--- src/rtl/aes_stream_driver.sv ---
// aes_stream_driver
//   Streams 128-bit blocks through a register-mapped AES core. A key load
//   writes the key words, the config word and the init command, then polls
//   status until the core reports ready. Each accepted input block is written
//   to the core, a "next" command is issued, status is polled until ready and
//   valid, and the four result words are read back and offered on the output
//   handshake. A poll phase that exceeds TIMEOUT status reads aborts to an
//   error state that only a new key load leaves.
//
// Ports
//   clk, reset            clock, asynchronous active-high reset
//   key_load              one-cycle key load request (IDLE/ERR only)
//   key_in, keylen_in,
//   encdec_in             key material and mode, captured at key_load
//   in_valid/in_ready/
//   in_block              plaintext stream in
//   out_valid/out_ready/
//   out_block             result stream out
//   key_ok                a key is loaded and initialised
//   err                   sticky timeout flag
//   aes_cs, aes_we,
//   aes_address,
//   aes_write_data,
//   aes_read_data         AES register-bus master (read data one cycle late)
module aes_stream_driver #(
   parameter int TIMEOUT = 1023
) (
   input  logic         clk,
   input  logic         reset,
   input  logic         key_load,
   input  logic [255:0] key_in,
   input  logic         keylen_in,
   input  logic         encdec_in,
   input  logic         in_valid,
   output logic         in_ready,
   input  logic [127:0] in_block,
   output logic         out_valid,
   input  logic         out_ready,
   output logic [127:0] out_block,
   output logic         key_ok,
   output logic         err,
   output logic         aes_cs,
   output logic         aes_we,
   output logic [7:0]   aes_address,
   output logic [31:0]  aes_write_data,
   input  logic [31:0]  aes_read_data
);

   localparam logic [9:0]  TIMEOUT_CNT = 10'(TIMEOUT);
   localparam logic [7:0]  ADDR_CTRL   = 8'h08;
   localparam logic [7:0]  ADDR_STATUS = 8'h09;
   localparam logic [7:0]  ADDR_CONFIG = 8'h0A;
   localparam logic [31:0] CTRL_INIT   = 32'h1;
   localparam logic [31:0] CTRL_NEXT   = 32'h2;
   // Poll phases: steps 0 and 1 are idle, step 2 issues the status read,
   // step 3 examines the returned word and loops back to step 2 if needed.
   localparam logic [3:0]  POLL_RD     = 4'd2;
   localparam logic [3:0]  POLL_CHK    = 4'd3;

   typedef enum logic [3:0] {
      IDLE, KEY_WR, CFG_WR, INIT_WR, INIT_POLL, BLK_WR,
      NEXT_WR, NEXT_POLL, RES_RD, OUT_HOLD, ERR
   } state_t;

   state_t           state, state_nxt;
   logic [3:0]       step;
   logic [9:0]       poll_cnt;
   logic [7:0][31:0] key_q;
   logic [3:0][31:0] blk_q;
   logic [3:0][31:0] res_q;
   logic             keylen_q, encdec_q;
   logic             key_start, accept, in_poll, poll_ok, poll_done, poll_fail;

   always_comb begin
      key_start = key_load && (state == IDLE || state == ERR);
      accept    = (state == IDLE) && key_ok && !key_load && in_valid;
      in_poll   = (state == INIT_POLL) || (state == NEXT_POLL);
      // Init only needs ready; a block needs ready and result-valid together.
      poll_ok   = (state == INIT_POLL) ? aes_read_data[0] : (aes_read_data[1:0] == 2'b11);
      poll_done = in_poll && (step == POLL_CHK) && poll_ok;
      poll_fail = in_poll && (step == POLL_CHK) && !poll_ok && (poll_cnt >= TIMEOUT_CNT);
   end

   // State register
   always_ff @(posedge clk or posedge reset) begin
      if (reset) state <= IDLE;
      else       state <= state_nxt;
   end

   // Next-state logic
   always_comb begin
      state_nxt = state;
      unique case (state)
         IDLE:      if (key_load)                   state_nxt = KEY_WR;
                    else if (key_ok && in_valid)    state_nxt = BLK_WR;
         KEY_WR:    if (step == 4'd7)               state_nxt = CFG_WR;
         CFG_WR:                                    state_nxt = INIT_WR;
         INIT_WR:                                   state_nxt = INIT_POLL;
         INIT_POLL: if (poll_done)                  state_nxt = IDLE;
                    else if (poll_fail)             state_nxt = ERR;
         BLK_WR:    if (step == 4'd3)               state_nxt = NEXT_WR;
         NEXT_WR:                                   state_nxt = NEXT_POLL;
         NEXT_POLL: if (poll_done)                  state_nxt = RES_RD;
                    else if (poll_fail)             state_nxt = ERR;
         RES_RD:    if (step == 4'd4)               state_nxt = OUT_HOLD;
         OUT_HOLD:  if (out_ready)                  state_nxt = IDLE;
         ERR:       if (key_load)                   state_nxt = KEY_WR;
         default:                                   state_nxt = IDLE;
      endcase
   end

   // Step and poll counters plus status flags; both counters restart on any
   // state change so every phase begins from zero.
   always_ff @(posedge clk or posedge reset) begin
      if (reset) begin
         step     <= '0;
         poll_cnt <= '0;
         key_ok   <= 1'b0;
         err      <= 1'b0;
      end else begin
         if (state_nxt != state) begin
            step     <= '0;
            poll_cnt <= '0;
         end else begin
            if (in_poll && step == POLL_CHK) step <= POLL_RD;
            else                             step <= step + 4'd1;
            if (in_poll && step == POLL_RD)  poll_cnt <= poll_cnt + 10'd1;
         end
         if (key_start) begin
            key_ok <= 1'b0;
            err    <= 1'b0;
         end else if (poll_done && state == INIT_POLL) begin
            key_ok <= 1'b1;
         end else if (poll_fail) begin
            key_ok <= 1'b0;
            err    <= 1'b1;
         end
      end
   end

   // Captured key, mode and plaintext
   always_ff @(posedge clk) begin
      if (key_start) begin
         key_q    <= key_in;
         keylen_q <= keylen_in;
         encdec_q <= encdec_in;
      end
      if (accept) blk_q <= in_block;
   end

   // Result words: the read issued at step n returns during step n+1.
   always_ff @(posedge clk or posedge reset) begin
      if (reset)                           res_q <= '0;
      else if (state == RES_RD && step != 4'd0)
         res_q[step[1:0] - 2'd1] <= aes_read_data;
   end

   assign out_block = res_q;

   // Output logic
   always_comb begin
      aes_cs         = 1'b0;
      aes_we         = 1'b0;
      aes_address    = '0;
      aes_write_data = '0;
      in_ready       = 1'b0;
      out_valid      = 1'b0;
      unique case (state)
         IDLE:      in_ready = key_ok && !key_load;
         KEY_WR: begin
            aes_cs         = 1'b1;
            aes_we         = 1'b1;
            aes_address    = {5'b00010, step[2:0]};
            aes_write_data = key_q[step[2:0]];
         end
         CFG_WR: begin
            aes_cs         = 1'b1;
            aes_we         = 1'b1;
            aes_address    = ADDR_CONFIG;
            aes_write_data = {30'b0, keylen_q, encdec_q};
         end
         INIT_WR: begin
            aes_cs         = 1'b1;
            aes_we         = 1'b1;
            aes_address    = ADDR_CTRL;
            aes_write_data = CTRL_INIT;
         end
         INIT_POLL, NEXT_POLL: begin
            if (step == POLL_RD) begin
               aes_cs      = 1'b1;
               aes_address = ADDR_STATUS;
            end
         end
         BLK_WR: begin
            aes_cs         = 1'b1;
            aes_we         = 1'b1;
            aes_address    = {6'b001000, step[1:0]};
            aes_write_data = blk_q[step[1:0]];
         end
         NEXT_WR: begin
            aes_cs         = 1'b1;
            aes_we         = 1'b1;
            aes_address    = ADDR_CTRL;
            aes_write_data = CTRL_NEXT;
         end
         RES_RD: begin
            if (step < 4'd4) begin
               aes_cs      = 1'b1;
               aes_address = {6'b001100, step[1:0]};
            end
         end
         OUT_HOLD:  out_valid = 1'b1;
         default: ;
      endcase
   end

endmodule

--- config.mk ---
export PLATFORM = sky130hd
export DESIGN_NAME = aes_stream_driver
export DESIGN_NICKNAME = d
export VERILOG_FILES = /design/src/rtl/aes_stream_driver.sv
export SDC_FILE = /design/constraint.sdc
export NUM_CORES = 1
export LEC_CHECK = 0
export BUFFER_PORTS_ARGS = -buffer_cell sky130_fd_sc_hd__buf_4
export CAP_MARGIN = 20
export CORE_AREA = 8 8 226 228
export DETAILED_ROUTE_END_ITERATION = 10
export DIE_AREA = 0 0 234 236
export PLACE_DENSITY = 0.78
export SYNTH_ARGS = -nofsm -noshare
export SYNTH_HDL_FRONTEND = slang
export SYNTH_SLANG_ARGS = --single-unit
--- constraint.sdc ---
create_clock -name clk -period 17.7 [get_ports clk]
set_input_delay 0.885 -clock clk [delete_from_list [all_inputs] [get_ports clk]]
set_output_delay 0.885 -clock clk [all_outputs]
set_load 0.01 [all_outputs]
* Word level (Yosys, flattened, before mapping)
Index checks and enable logic that the tools add are counted.
** Storage, ports and cells
- Flip-flop bits (word level) :: 534
- Word-level logic and storage cells :: 115
** Cells by class
- $add $sub $neg :: 3
- Order comparisons :: 6
- Eq/ne operators :: 17
- Muxes and demuxes :: 39
- Reductions and logical operators :: 27
** Operators with widths (number)
- 32-bit one-hot mux with 5 select lines :: 1
- 128-bit bitwise mux :: 1
- 32-bit binary-select mux with 3-bit select :: 1
- 32-bit two-way mux :: 3
- 32-bit binary-select mux with 2-bit select :: 1
- 32-bit demux with 2-bit select :: 1
- 4-bit two-way mux :: 13
- 4-bit one-hot mux with 11 select lines :: 1
- 6-bit one-hot mux with 6 select lines :: 1
- 4-bit by 3-bit equality test with 1-bit output (second input constant) :: 6
- 10-bit two-way mux :: 2
- 4-bit by 2-bit equality test with 1-bit output (second input constant) :: 4
- 1-bit logical AND :: 14
- 4-bit equality test (second input constant) :: 3
- 1-bit two-way mux :: 12
- 10-bit by 1-bit adder with 10-bit output (second input constant) :: 1
- 10-bit greater-or-equal comparator (second input constant) :: 1
- 2-bit by 3-bit < comparator with 1-bit output (second input constant) :: 2
- 6-bit two-way mux :: 1
- 5-bit OR reduction :: 1
- 4-bit by 1-bit adder with 4-bit output (second input constant) :: 1
- 4-bit by 1-bit equality test with 1-bit output (second input constant) :: 1
- 4-bit logical NOT :: 1
- 3-bit by 4-bit < comparator with 1-bit output (second input constant) :: 1
- other kinds (14) :: 18

* Depth between registers and ports, before layout
Gate-level depths: netlist of run 1.
- Depth after elaboration :: 10
- Depth in mapped cells :: 12
- Depth with buffers taken out :: 8

* Least setup slack after synthesis of run 1
Ideal clock, no wire load.
- Path kind :: reg2reg
- Start :: reg state[1]
- End :: reg encdec_q, enable pin
- Library setup time :: 1199 ps
- Arrival time :: 18470 ps
- Data required time :: 16501 ps
- Path slack :: -1968 ps
- Stages on the path, launching flop included :: 5
- Cells stage by stage :: dfrtp_1 buf_2 buf_1 nor2_1 nor3_1
** Between the ends
- Word-level cells in the longest chain between the ends :: 3
- Elaborated cells between the ends (all ways) :: 4
- Those cells by class :: eq/ne (1); reduce/logical (3)
** Ends and longest elaborated chain
- start: declaration :: RTL line 65 : state_t state, state_nxt;
- start signal: assignment :: RTL line 87 : else state <= state_nxt;
- 4-bit equality test / 4-bit logical NOT (equally long branches) :: RTL line 75 : key_start = key_load && (state == IDLE || state == ERR);
- 1-bit logical OR (*) :: RTL line 75
- 1-bit logical AND (*) :: RTL line 75
- named net key_start :: RTL line 72 : logic key_start, accept, in_poll, poll_ok, poll_done, poll_fail;
- end signal: assignment :: RTL line 146 : encdec_q <= encdec_in;
- end: declaration :: RTL line 71 : logic keylen_q, encdec_q;
Mark *: on every way through the listed nets, which the timed path passes. The rest lies on a longest branch.
A chain may end at the register's enable or synchronous reset.

* Final worst setup path of run 1
- Start :: reg step[1]
- End :: out aes_write_data[0]
** Between the ends
- Word-level cells in the longest chain between the ends :: 3
- Elaborated cells between the ends (all ways) :: 5
- Those cells by class :: mux (5)
** Ends and longest elaborated chain
- start: declaration :: RTL line 66 : logic [3:0] step;
- start signal: assignment :: RTL line 126 : else step <= step + 4'd1;
- 32-bit binary-select mux with 3-bit select / 32-bit binary-select mux with 2-bit select (equally long branches) :: RTL line 174, 198
- 32-bit two-way mux (on tied branches) :: RTL line 174, 198
- 32-bit one-hot mux with 5 select lines (*) :: RTL line 168 : unique case (state)
- end: declaration :: RTL line 45 : output logic [31:0] aes_write_data,
Every way passes the cells marked *; elsewhere a longest branch is shown, timed or not. The select of a mux whose other input is x is not followed.

==> qor.yml, run 1 <==
routing:
  vias_per_cell: 5.35
  dr.first_iter.drc_count: 1038
  drt-total-wl_mm: 60.9
  first_pass_iters: 5
  drc: 0
  avgRoutedWirePerCell_um: 26.3
  num_vias: 12400
  final_antenna_net_count: 0
global_route:
  overflow: 0
  grt_use_total_pct: 21.3
  grt_max_degree: 193
  grt_first_pass_wirelength_mm: 86.3
  antenna_found_initial: 17
  grt_pass1_vias: 13100
floorplanning:
  rows: 80
  core-area_sq_mm: 0.0473
  ios: 597
  die_w_um: 234
  die_y_um: 236
  start_util_pct: 43.8
  dieArea_sq_mm: 0.0552
final_layout:
  finalNonFillerCells: 2312
  layout_commonest_cell: "buf_4"
  fin_nets: 2075
  final_cell_mix: "buf_4 (607), edfxtp_1 (386), dfrtp_1 (146)"
  area_growth_syn_to_layout_pct: 32.9
  fin_area_sq_mm: 0.0275
  fin_util_pct: 58.1
  drive_gt1_share_pct: 54.4
clock_network:
  clock_path_buffers: 3
  root_buffer: "clkbuf_16"
  cts_setup_buffers: 0
  cts_sinks: 534
  cts_buffers: 53
  clock_latency_ns: 0.60
  cts_tree: "yes"
  ctsHoldBuffers: 0
  htreeDepth: 2
  path_clk_slew_ns: 0.06
  post_cts_resize_count: 0
worst_setup_path:
  worst_ep_arrival_time_ns: 3.52
  cp.required_ns: 16.82
  endpoint_kind: "primary output"
  cp_slowest_cell: "buf_4"
  cp_top_family: "buffers and inverters"
  crit_start: "step[1]$_DFF_PP0_"
  r2r_end: "poll_cnt[5]$_DFFE_PP0P_"
  cp_max_fo: 76
  path_class: "reg -> out"
  cp_cell_sequence: "buf_4 -> mux4_2 -> a21oi_1 -> nor2_1 -> a21oi_1 -> nor3_1 -> a221o_1 -> buf_4"
  critPathBufInv: 2
  cp_num_cells: 8
  r2r_setup_slack_ns: 14.01
  reg2reg_from: "step[1]$_DFF_PP0_"
  rr_worst_depth: 7
  start_kind: "register"
  crit_path_max_incr_delay_ns: 0.87
  critPathCapture: "aes_write_data[0]"
pwr:
  vdd_ir_drop_max_v: 0.000113
  power.density_mw_per_mm2: 127
  finalPower_mw: 3.48
  p_leak_nw: 10.8
placed_design:
  dp.cells: 2206
  place_congestion: 0.856
  dp_slack_ns: 13.80
  portBuffers: 594
  hpwl_mm: 45.8
  dpl_cell_area_sq_mm: 0.0258
yosys:
  yosys.area.top_type: "edfxtp_1"
  synth_cell_types: 52
  syn_avg_cell_area_sq_um: 19.9
  async_flop_share_pct: 27.7
  synth_flop_cell: "edfxtp_1"
  ys_ff_latch: 534
  synth_area_sq_mm: 0.0207
  syn_inst: 1039
  synth.top_cell.area_share_pct: 55.9
  ys_warn_count: 0
  synth_edf_count: 386
  synth_seq_area_share_pct: 73.8
  synth.area.top_cells: "edfxtp_1 (56%), dfrtp_1 (18%), mux4_2 (10%)"
timing:
  fin_crit_sh_pct: 24.9
  max_freq_ghz: 0.227
  finalHoldViolCount: 0
  hold_ws_ns: 0.399
  drv_slew: 0
  clock_skew_ns: 0.0205
  worst_pin_slew_ns: 1.26
  setup_viol: 0
  setup-tns-final_ns: 0
  period_needed_ns: 4.41
  grt_setup_unrepaired: "no"
  fin_ws_ns: 13.29
  slew_headroom_pct: 16.3
worst_hold_path:
  hold_class: "in -> async"
flow_run:
  drv_cap: 0
outcome:
  status: "completed"
## how the worst min path moves through the flow
| stage | slack (ns) | start | cells past startpoint | end |
|---|---|---|---|---|
| final | 0.40 | reset | 2 | out_block[99]$_DFFE_PP0P_ |
| after global routing | 0.43 | in_block[20] | 1 | blk_q[20]$_DFFE_PP_ |
| after floorplan | 0.53 | err$_DFFE_PP0P_ | 2 | err$_DFFE_PP0P_ |
| after CTS | 0.38 | reset | 2 | out_block[2]$_DFFE_PP0P_ |
| after detailed placement | 0.49 | out_block[18]$_DFFE_PP0P_ | 1 | out_block[18]$_DFFE_PP0P_ |
| after global placement | 0.49 | out_block[70]$_DFFE_PP0P_ | 1 | out_block[70]$_DFFE_PP0P_ |
## per-layer routing
layer / up-vias / routed length (um) / global-route usage, %
met4: 16 / 1550 / 7.19
met3: 100 / 6660 / 7.99
met1: 6218 / 21400 / 24.0
li1: 5381 / - / -
met5: - / 107 / 0
met2: 664 / 31200 / 36.8
## flip-flops by register name (all words and copies together) (netlist names)
register / cells
key_q: 256
err: 1
poll_cnt: 10
state: 4
blk_q: 128
step: 4
key_ok: 1
encdec_q: 1
out_block: 128
keylen_q: 1
## synth_stat cells, types with 3 or more instances
master	instances
inv_1	7
clkbuf_1	26
edfxtp_1	386
mux2_2	128
nand2b_1	3
mux2i_1	34
xnor2_1	5
o21ai_0	7
nor2b_1	5
o2bb2ai_1	30
dfrtp_1	148
nor3_1	16
a21oi_1	8
and3_1	3
nor2_1	22
xor2_1	9
nand4_1	5
nand3_1	5
ha_1	6
buf_2	26
nand2_1	25
mux4_2	96
## final cells by class
| cell class | instances | area [sq um] |
|---|---|---|
| Antenna cell | 9 | 22.5 |
| Clock inverter | 25 | 198 |
| Clock buffer | 72 | 1480 |
| Multi-Input combinational cell | 441 | 5140 |
| Sequential cell | 534 | 15300 |
| Inverter | 8 | 35.0 |
| Tap cell | 615 | 769 |
| Timing Repair Buffer | 608 | 4580 |
| Fill cell | 3461 | 19800 |
## worst register-to-register path, stage by stage, from the launching register on
cell and delay [ns]:
dfrtp_4 0.68, buf_4 0.88, ha_1 0.52, and4_1 0.38, a21boi_0 0.28, nor4_1 0.10, o21ai_2 0.57, nor3_1 0.14
## where the power goes
group	total [mW]	leakage (nW)	internal (mW)	switching [mW]
sequential	1.50	5.25	1.44	0.0654
clock	1.08	0.817	0.616	0.469
combinational	0.896	4.78	0.443	0.452
## logic make-up (layout without fill, tap and decap cells)
family	count (synthesis)	in the layout	share of synthesized area, %
adders and majority gates	6	6	0.362
other	1	11	0.0181
and+or+nand+nor	100	100	2.49
DFF	534	534	73.8
xor gates and xnor gates	14	14	0.592
AOI/OAI and AO/OA	61	61	2.24
muxes	258	258	19.0
buffers and inverters	65	713	1.44
(Power assumes the default switching activity.)
==> inputs of run 2 (changes only) <==
- ABC_AREA: not set -> 1
- clock period: 17.7 -> 3.8 ns (I/O delays scaled with it)
==> run 2 against run 1 <==
Net effect:
- clock power grew to 5.0 times the previous value
- synthesized cell count is 66% higher
- critical endpoint is now aes_write_data[14]
- worst setup slack worse by 13 ns
- worst hold slack worse by 0.35 ns
- critical path depth is 2 lower
- non-clock buffer count is 437 higher
- power grew to 5.2 times the previous value
- design area is 17% higher
- synthesized area is 0.34% higher
- largest power group unchanged
- highest routed layer unchanged
- clock skew is 0.00060 ns lower
- flip-flop and latch count stayed put
==> qor.yml, run 2 <==
pwr:
  internal_power_mw: 11.8  # +370%
  p_leak_nw: 13.2  # +22%
  power_frac_seq_pct: 38.6  # -4.6 points
  finalPower_mw: 18.1  # +420%
  combPwrFrac_pct: 31.3  # +5.6 points
  switching_power_mw: 6.27  # +540%
  swShare_pct: 34.7  # +6.4 points
  vdd_ir_drop_max_v: 0.000632  # +460%
  power.density_mw_per_mm2: 563  # +340%
  clkPwrFrac_pct: 30.2  # -0.9 points
clock_network:
  htreeDepth: 2  # unchanged
  cts_tree: "yes"
  clock_path_buffers: 3  # unchanged
  cts_sinks: 534  # unchanged
  clock_latency_ns: 0.59  # about the same
  cts_setup_buffers: 0  # unchanged
  root_buffer: "clkbuf_16"
  path_clk_slew_ns: 0.06  # about the same
  cts_buffers: 53  # unchanged
yosys:
  synth_top_family_by_area: "simple AND/OR/NAND/NOR gates"
  synth.top_cell.area_share_pct: 55.8  # -0.19 points
  ys_ff_latch: 534  # unchanged
  synth-adder-area-share_pct: 0.361  # -0.0012 points
  synth_cell_types: 33  # -37%
  ys_warn_count: 0  # unchanged
  synth_flop_cell: "edfxtp_1"
  synth_area_sq_mm: 0.0208  # +0.34%
  synthSimpleGateAreaFrac_pct: 11.5  # +9.0 points
  async_flop_share_pct: 27.7  # unchanged
  yosys.area.top_type: "edfxtp_1"
  muxShareOfSynthArea_pct: 0.0542  # -19 points
  syn_inst: 1726  # +66%
  syn_avg_cell_area_sq_um: 12.0  # -40%
  synth_edf_count: 386  # unchanged
  netlist_top_cells_count: "edfxtp_1 (386), o21ai_0 (323), nand2_1 (273)"
  synth.area.top_cells: "edfxtp_1 (56%), dfrtp_1 (18%), o21ai_0 (7.8%)"
  synth_compound_area_share_pct: 10.9  # +8.7 points
  synth-xor-area-share_pct: 0.379  # -0.21 points
  synth_seq_area_share_pct: 73.6  # -0.25 points
  yosysMostFrequentCell: "edfxtp_1"
timing:
  grt_setup_unrepaired: "no"
  setup_viol: 0  # unchanged
  clock_skew_ns: 0.0199  # -0.000598 ns
  period_needed_ns: 3.68
  finalHoldViolCount: 0  # unchanged
  hold_ws_ns: 0.0505  # -0.349 ns
  max_freq_ghz: 0.272
  drv_slew: 0  # unchanged
  worst_pin_slew_ns: 1.20  # -0.0523 ns
  fin_crit_sh_pct: 96.9
  fin_ws_ns: 0.117  # -13.18 ns
  slew_headroom_pct: 19.8  # +3.5 points
worst_setup_path:
  path_class: "reg -> out"
  cp.required_ns: 3.61  # -13.21 ns
  start_kind: "register"
  endpoint_kind: "primary output"
  worst_ep_arrival_time_ns: 3.49  # -0.03 ns
  crit_path_max_incr_delay_ns: 0.85  # -0.02 ns
  cp_slowest_cell: "buf_4"
  cp_common_cell: "buf_4"
  cp_max_fo: 108  # +42%
  cp_cell_sequence: "buf_4 -> o21ai_0 -> o22ai_1 -> nand2_1 -> nand3_1 -> buf_4"
global_route:
  grt_first_pass_wirelength_mm: 129  # +49%
  overflow: 0  # unchanged
  antenna_found_initial: 24  # +7
  grt_max_degree: 129  # -33%
  grt_use_total_pct: 31.1  # +9.8 points
  grt_pass1_vias: 20300  # +54%
final_layout:
  finalNonFillerCells: 3413  # +48%
  layout_commonest_cell: "buf_4"
  area_growth_syn_to_layout_pct: 54.4
  fin_nets: 3157  # +52%
  regMostFlops: "key_q"
  largest_reg_flops: 256  # unchanged
  final_cell_mix: "buf_4 (619), dlygate4sd3_1 (419), edfxtp_1 (386)"
  fillers: 2934  # -15%
  drive_gt1_share_pct: 27.5  # -27 points
  fin_util_pct: 67.8  # +9.7 points
outcome:
  status: "completed"
worst_hold_path:
  hold_class: "in -> reg"
placed_design:
  portBuffers: 594  # unchanged
  dp.cells: 2867  # +30%
  dp_slack_ns: 1.10  # -12.70 ns
  place_congestion: 0.919  # +7.4%
  hpwl_mm: 52.3  # +14%
floorplanning:
  dieArea_sq_mm: 0.0552  # unchanged
  ios: 597  # unchanged
  start_util_pct: 43.9  # +0.15 points
  core-area_sq_mm: 0.0473  # unchanged
  die_y_um: 236  # unchanged
  rows: 80  # unchanged
  die_w_um: 234  # unchanged
routing:
  avgRoutedWirePerCell_um: 26.5  # +0.51%
  first_pass_iters: 8  # +3
  vias_per_cell: 5.73  # +7.0%
  num_vias: 19600  # +58%
  drt-total-wl_mm: 90.4  # +48%
  final_antenna_net_count: 0  # unchanged
  dr.first_iter.drc_count: 2602  # +150%
  drc: 0  # unchanged
flow_run:
  drv_cap: 0  # unchanged
run 2: cell types whose count changed in the layout (fill, tap and decap cells not counted), moves of 17 or more:
cell / previous run / this run
dlygate4sd3_1: 0 / 419
o21ai_0: 7 / 322
nand2_1: 25 / 272
nor2_1: 22 / 207
mux2_2: 128 / 1
mux4_2: 96 / 0
o22ai_1: 1 / 97
inv_1: 5 / 58
nand3_1: 5 / 48
mux2i_1: 34 / 0
o2bb2ai_1: 30 / 0
diode_2: 9 / 26
run 2: timing repair:
| action | CTS | global route |
|---|---|---|
| resized for setup | 0 | 0 |
| endpoints found under the setup margin | 0 | 0 |
| endpoints found under the hold margin | 552 | 0 |
| hold buffers | 419 | 0 |
run 2: metal layers:
layer	up-vias	global-route usage [%]	routed length [um]
met4	6	21.3	7250
met5	-	0	39
li1	8124	-	-
met2	1758	52.0	43400
met3	457	8.88	11100
met1	9216	33.8	28600
run 2: final timing paths:
kind                       slack, ns  cells past startpoint                       start                    endpoint
setup / recovery                0.12                      6           step[0]$_DFF_PP0_          aes_write_data[14]
hold / removal                  0.05                      4                    key_load          state[3]$_DFF_PP0_
setup reg to reg                1.11                      5           step[0]$_DFF_PP0_   out_block[68]$_DFFE_PP0P_
hold reg to reg                 0.49                      2  out_block[115]$_DFFE_PP0P_  out_block[115]$_DFFE_PP0P_
max in group asynchronous       2.47                      4                       reset          state[2]$_DFF_PP0_
min in group asynchronous       0.38                      3                       reset   out_block[57]$_DFFE_PP0P_
run 2: cells by family (layout without fill, tap and decap cells):
family,Yosys count,count (layout)
xor gates and xnor gates,9,9
other,1,28
DFF,534,534
buffers and inverters,167,1212
AOI/OAI and AO/OA,428,428
adders and majority gates,6,6
and+or+nand+nor,580,580
muxes,1,1
run 2: stage by stage:
| stage | cell area [sq um] | setup TNS (ns) |
|---|---|---|
| after floorplan | 20900 | -395.85 |
| final | 32100 | 0 |
| after detailed placement | 26000 | 0 |
| after global placement | 26000 | 0 |
| after CTS | 32000 | 0 |
| after global routing | 32100 | 0 |
run 2: worst max-delay path: cells and delay by family (launching register included):
family | cells | cell delay [ns]
buf+inv | 2 | 1.02
compound gates | 2 | 1.01
flops | 1 | 0.46
simple gates | 2 | 0.31
run 2: layout make-up:
type                            count  area, sq um  area share, %
Antenna cell                       26         65.1          0.203
Clock buffer                       76         1590           4.95
Clock inverter                     23          189          0.589
Inverter                           68          269          0.838
Multi-Input combinational cell   1026         4930           15.4
Sequential cell                   534        15300           47.7
Tap cell                          615          769           2.40
Timing Repair Buffer             1045         8980           28.0
run 2: power groups by stage:
stage               clock [mW]  combinational (mW)  sequential (mW)
floorplan                    0                2.57             7.07
global placement             0                4.89             7.03
CTS                       5.33                5.36             6.92
global route              5.67                5.97             6.99
detailed placement           0                4.97             7.04
finish                    5.45                5.65             6.97
